**config.mk**
```make
export PLATFORM = sky130hd
export DESIGN_NAME = window_3x3
export DESIGN_NICKNAME = d
export VERILOG_FILES = /design/src/rtl/window_3x3.sv
export SDC_FILE = /design/constraint.sdc
export NUM_CORES = 1
export LEC_CHECK = 0
export CORE_MARGIN = 2
export CORE_UTILIZATION = 40
export CTS_CLUSTER_SIZE = 25
export DETAILED_ROUTE_END_ITERATION = 8
export SLEW_MARGIN = 10
export SYNTH_ARGS = -nofsm -noshare
export SYNTH_HDL_FRONTEND = slang
export SYNTH_SLANG_ARGS = --single-unit
```
**constraint.sdc**
```tcl
create_clock -name clk -period 6.19 [get_ports clk]
set_input_delay 1.238 -clock clk [delete_from_list [all_inputs] [get_ports clk]]
set_output_delay 1.238 -clock clk [all_outputs]
set_load 0.1 [all_outputs]
```
**src/rtl/window_3x3.sv**
```systemverilog
// 3x3 stride-1 sliding-window generator for a padded SIZE x SIZE raster stream.
// Two line buffers supply the upper rows; a 3x3 register array shifts left on each accepted pixel.
module window_3x3 #(
  parameter int N       = 8,
  parameter int CHANNEL = 3,
  parameter int SIZE    = 30
) (
  input  logic                      clk,
  input  logic                      rst_n,
  input  logic                      clear,
  input  logic                      din_vld,
  input  logic [CHANNEL*N-1:0]      din,
  output logic [9*CHANNEL*N-1:0]    win_dout,
  output logic                      win_vld,
  output logic                      win_end
);

  localparam int PW = CHANNEL * N;
  localparam int CW = $clog2(SIZE);
  localparam logic [CW-1:0] LAST = CW'(SIZE - 1);

  typedef enum logic {
    S_FILL,
    S_RUN
  } state_t;

  state_t          state;
  state_t          state_next;
  logic [CW-1:0]   row;
  logic [CW-1:0]   col;
  logic            accept;
  logic            at_row_end;
  logic            at_frame_end;
  logic            col_ready;
  logic [PW-1:0]   lb0 [SIZE];
  logic [PW-1:0]   lb1 [SIZE];
  logic [PW-1:0]   col_top;
  logic [PW-1:0]   col_mid;
  logic [PW-1:0]   w [3][3];

  // A pixel presented together with clear is dropped entirely.
  assign accept       = din_vld & ~clear;
  assign at_row_end   = (col == LAST);
  assign at_frame_end = at_row_end & (row == LAST);
  assign col_ready    = (col >= CW'(2));
  assign col_top      = lb1[col];
  assign col_mid      = lb0[col];

  always_ff @(posedge clk or negedge rst_n) begin
    if (!rst_n) begin
      row <= '0;
      col <= '0;
    end else if (clear) begin
      row <= '0;
      col <= '0;
    end else if (accept) begin
      if (at_row_end) begin
        col <= '0;
        row <= at_frame_end ? '0 : row + 1'b1;
      end else begin
        col <= col + 1'b1;
      end
    end
  end

  // Line buffers read the old entry and overwrite it on the same edge.
  always_ff @(posedge clk) begin
    if (accept) begin
      lb1[col] <= lb0[col];
      lb0[col] <= din;
    end
  end

  always_ff @(posedge clk or negedge rst_n) begin
    if (!rst_n) begin
      for (int i = 0; i < 3; i++) begin
        for (int j = 0; j < 3; j++) begin
          w[i][j] <= '0;
        end
      end
    end else if (accept) begin
      for (int i = 0; i < 3; i++) begin
        w[i][0] <= w[i][1];
        w[i][1] <= w[i][2];
      end
      w[0][2] <= col_top;
      w[1][2] <= col_mid;
      w[2][2] <= din;
    end
  end

  for (genvar gi = 0; gi < 3; gi++) begin : g_row
    for (genvar gj = 0; gj < 3; gj++) begin : g_col
      assign win_dout[(3*gi+gj)*PW +: PW] = w[gi][gj];
    end
  end

  always_ff @(posedge clk or negedge rst_n) begin
    if (!rst_n) begin
      state <= S_FILL;
    end else begin
      state <= state_next;
    end
  end

  // Rows 0..1 stay in S_FILL so stale line-buffer data never reaches the output.
  always_comb begin
    state_next = state;
    case (state)
      S_FILL: if (accept && (row == CW'(1)) && at_row_end) state_next = S_RUN;
      S_RUN:  if (accept && at_frame_end) state_next = S_FILL;
      default: state_next = S_FILL;
    endcase
    if (clear) state_next = S_FILL;
  end

  always_ff @(posedge clk or negedge rst_n) begin
    if (!rst_n) begin
      win_vld <= 1'b0;
      win_end <= 1'b0;
    end else begin
      win_vld <= accept & (state == S_RUN) & col_ready;
      win_end <= accept & at_frame_end;
    end
  end

endmodule
```
==> impl_metrics.json <==
{
  "outcome": "completed",
  "worstReg2RegStart": "col[0]",
  "dp.cells": 5422,
  "p_seq_share_pct": 48.6,
  "initial_utilization_pct": 40.28,
  "fill_cells": 12872,
  "hold_violations": 0,
  "fin_nets": 3572,
  "cp-start-kind": "input pin",
  "core_area_sq_um": 156200,
  "wire_per_inst_microns": 28.28,
  "synth_warnings": 0,
  "fin_worst_skew_ns": 0.05684,
  "grt_pass1_vias": 32419,
  "clkPwrFrac_pct": 37.4,
  "syn_area_sq_um": 62920,
  "netlist.area_leader.share_pct": 68.73,
  "ant_nets": 0,
  "ios": 246,
  "worstPathMaxFanout": 32,
  "yosysMostFrequentCell": "edfxtp_1",
  "row_count": 145,
  "synth.avg_cell_area_sq_um": 19.77,
  "synthFlopType": "edfxtp_1",
  "setup_viol": 0,
  "p_leak_nw": 24.44,
  "gp_congestion": 0.7693,
  "drc": 0,
  "post_cts_buffers": 0,
  "track_usage_pct": 20.21,
  "ys_seq_elements": 1669,
  "max_freq_ghz": 0.2407,
  "slew_violations": 0,
  "cts-resized-gates": 0,
  "clk_pin_slew_ns": 0.06,
  "p_total_mw": 26.44,
  "insertion_delay_ns": 0.82,
  "ys_types": 50,
  "grt_max_degree": 165,
  "cp.arrival_ns": 4.64,
  "wl_mm": 162.3,
  "drv_cap": 0,
  "chipHeight_microns": 400.6,
  "netSwitchingFraction_pct": 27.93,
  "hold_path.class": "in -> async",
  "setup_tns_ns": 0,
  "r2r_end": "win_dout[140]",
  "cts_tree": "yes",
  "max_slew_margin_pct": 17.42,
  "grt_antenna_before_repair": 13,
  "drive_gt1_share_pct": 21.56,
  "reg2reg_slack_ns": 2.24,
  "clockRootBuffer": "clkbuf_16",
  "rsz0062_at_grt": "false",
  "setup_slack_ns": 2.035,
  "p_comb_share_pct": 13.9,
  "period_share_pct": 67.13,
  "place_ws_ns": 1.230,
  "clock_path_buffers": 3,
  "power_density_nw_per_um2": 357.0,
  "synthesis.nets": 3217,
  "tightest_slew_ns": 1.233,
  "dp_hpwl_mm": 91.03,
  "critPathKind": "in -> reg",
  "grt_pass1_wl_mm": 235.0,
  "cts_sinks": 1669,
  "synth_area_leaders": "edfxtp_1, mux4_2, dfrtp_1, nand2_1, mux2i_1",
  "finalNonFillerCells": 5737,
  "viasPerCell": 5.636,
  "synth-edff-count": 1440,
  "finalCriticalPeriod_ns": 4.155,
  "ir_drop_v": 0.0002947,
  "cp-end-kind": "flop",
  "p_switching_mw": 7.385,
  "drtPass1Iterations": 5,
  "yosysSeqAreaShare_pct": 77.84,
  "dieArea_sq_um": 160500,
  "die_x_microns": 400.6,
  "vias": 32332,
  "yosysTopAreaCell": "edfxtp_1",
  "cts_hold_buf": 0,
  "p_int_mw": 19.05,
  "worstPathRequired_ns": 6.67,
  "reg2regPathDepth": 6,
  "htreeDepth": 4,
  "final_core_util_pct": 47.41,
  "overflow": 0,
  "io_buffers": 245,
  "syn_inst": 3183,
  "area_delta_synth_final_pct": 17.70,
  "synthTopCellsByCount": "edfxtp_1, nand2_1, mux4_2",
  "initialDrtViolationCount": 3794,
  "ys_async_sr_fraction_pct": 13.72,
  "cts_buffers": 172
}
## cell families (layout without fill, tap and decap cells)
family / Yosys count / in the layout / synth area share, %
muxes: 417 / 417 / 13.21
xor gates and xnor gates: 5 / 5 / 0.06960
buffers and inverters: 179 / 674 / 1.446
DFF: 1669 / 1669 / 77.84
other: 0 / 1 / 0
AOI/OAI and AO/OA: 260 / 260 / 3.285
adders and majority gates: 6 / 6 / 0.1193
and+or+nand+nor: 647 / 647 / 4.033
## per-stage QoR
step | instance area (sq um) | hold slack, ns
3_5_place_dp | 68680 | 0.4615
6_report | 74050 | 0.3768
2_1_floorplan | 62920 | 0.4505
3_3_place_gp | 68680 | 0.4570
4_1_cts | 74070 | 0.3616
5_1_grt | 74050 | 0.3801
## per-layer routing
layer	GRT usage [%]	vias to the layer above	routed length, microns
met2	31.01	1414	75500
li1	-	13427	-
met1	29.24	17270	69360
met3	4.510	217	13850
met5	0	-	24
met4	5.469	4	3532
## sequential cells by signal, indices dropped and copies added (netlist names)
name	cells
row	5
win_dout	216
state	1
win_end	1
lb0	720
win_vld	1
lb1	720
col	5
## worst max path at each step
stage | from | end | slack, ns | cells past startpoint
after CTS | din_vld | lb0[7][11] | 2.09 | 6
after floorplan | clear | lb0[0][0] | 1.39 | 6
after global routing | col[0] | win_dout[140] | 1.94 | 6
after detailed placement | din_vld | lb0[7][15] | 1.23 | 6
final | din_vld | lb0[7][16] | 2.03 | 6
after global placement | din_vld | lb0[7][16] | 1.29 | 6
## cell type report
type	count	area, sq um	share of cell area (%)
Timing Repair Buffer	356	3533	4.771
Multi-Input combinational cell	1335	13560	18.31
Antenna cell	1	2.502	0.003379
Clock inverter	82	778.2	1.051
Clock buffer	232	4609	6.224
Sequential cell	1669	48980	66.14
Inverter	4	15.01	0.02027
Tap cell	2058	2575	3.477
## worst max-delay path, cell delays in order
cell and delay, ns:
clkdlybuf4s50_1 0.91, nor2b_4 0.36, buf_4 0.45, nand2_1 0.53, nor2_4 0.72, buf_4 0.39
## power by group through the flow
stage / registers [mW] / clock network, mW / logic [mW]
finish: 12.9 / 9.89 / 3.69
global route: 12.9 / 10.5 / 3.84
CTS: 12.9 / 10.1 / 3.72
detailed placement: 13.1 / 0 / 3.71
global placement: 13.1 / 0 / 3.69
floorplan: 14.9 / 0 / 0.837
## layout by cell type, fill, tap and decap left out, drive strengths merged, types with 27 or more instances in the layout
| cell | netlist | layout |
|---|---|---|
| a21oi | 29 | 29 |
| dfrtp | 229 | 229 |
| mux4 | 328 | 328 |
| clkbuf | 79 | 232 |
| a221oi | 46 | 46 |
| mux2 | 27 | 27 |
| clkdlybuf4s50 | 0 | 240 |
| nand2 | 548 | 548 |
| buf | 96 | 116 |
| edfxtp | 1440 | 1440 |
| a22o | 45 | 45 |
| clkinv | 0 | 61 |
| a22oi | 48 | 48 |
| o21ai | 30 | 30 |
| mux2i | 62 | 62 |
| nor2 | 61 | 61 |
No activity file was read; power rests on OpenSTA's default activity.
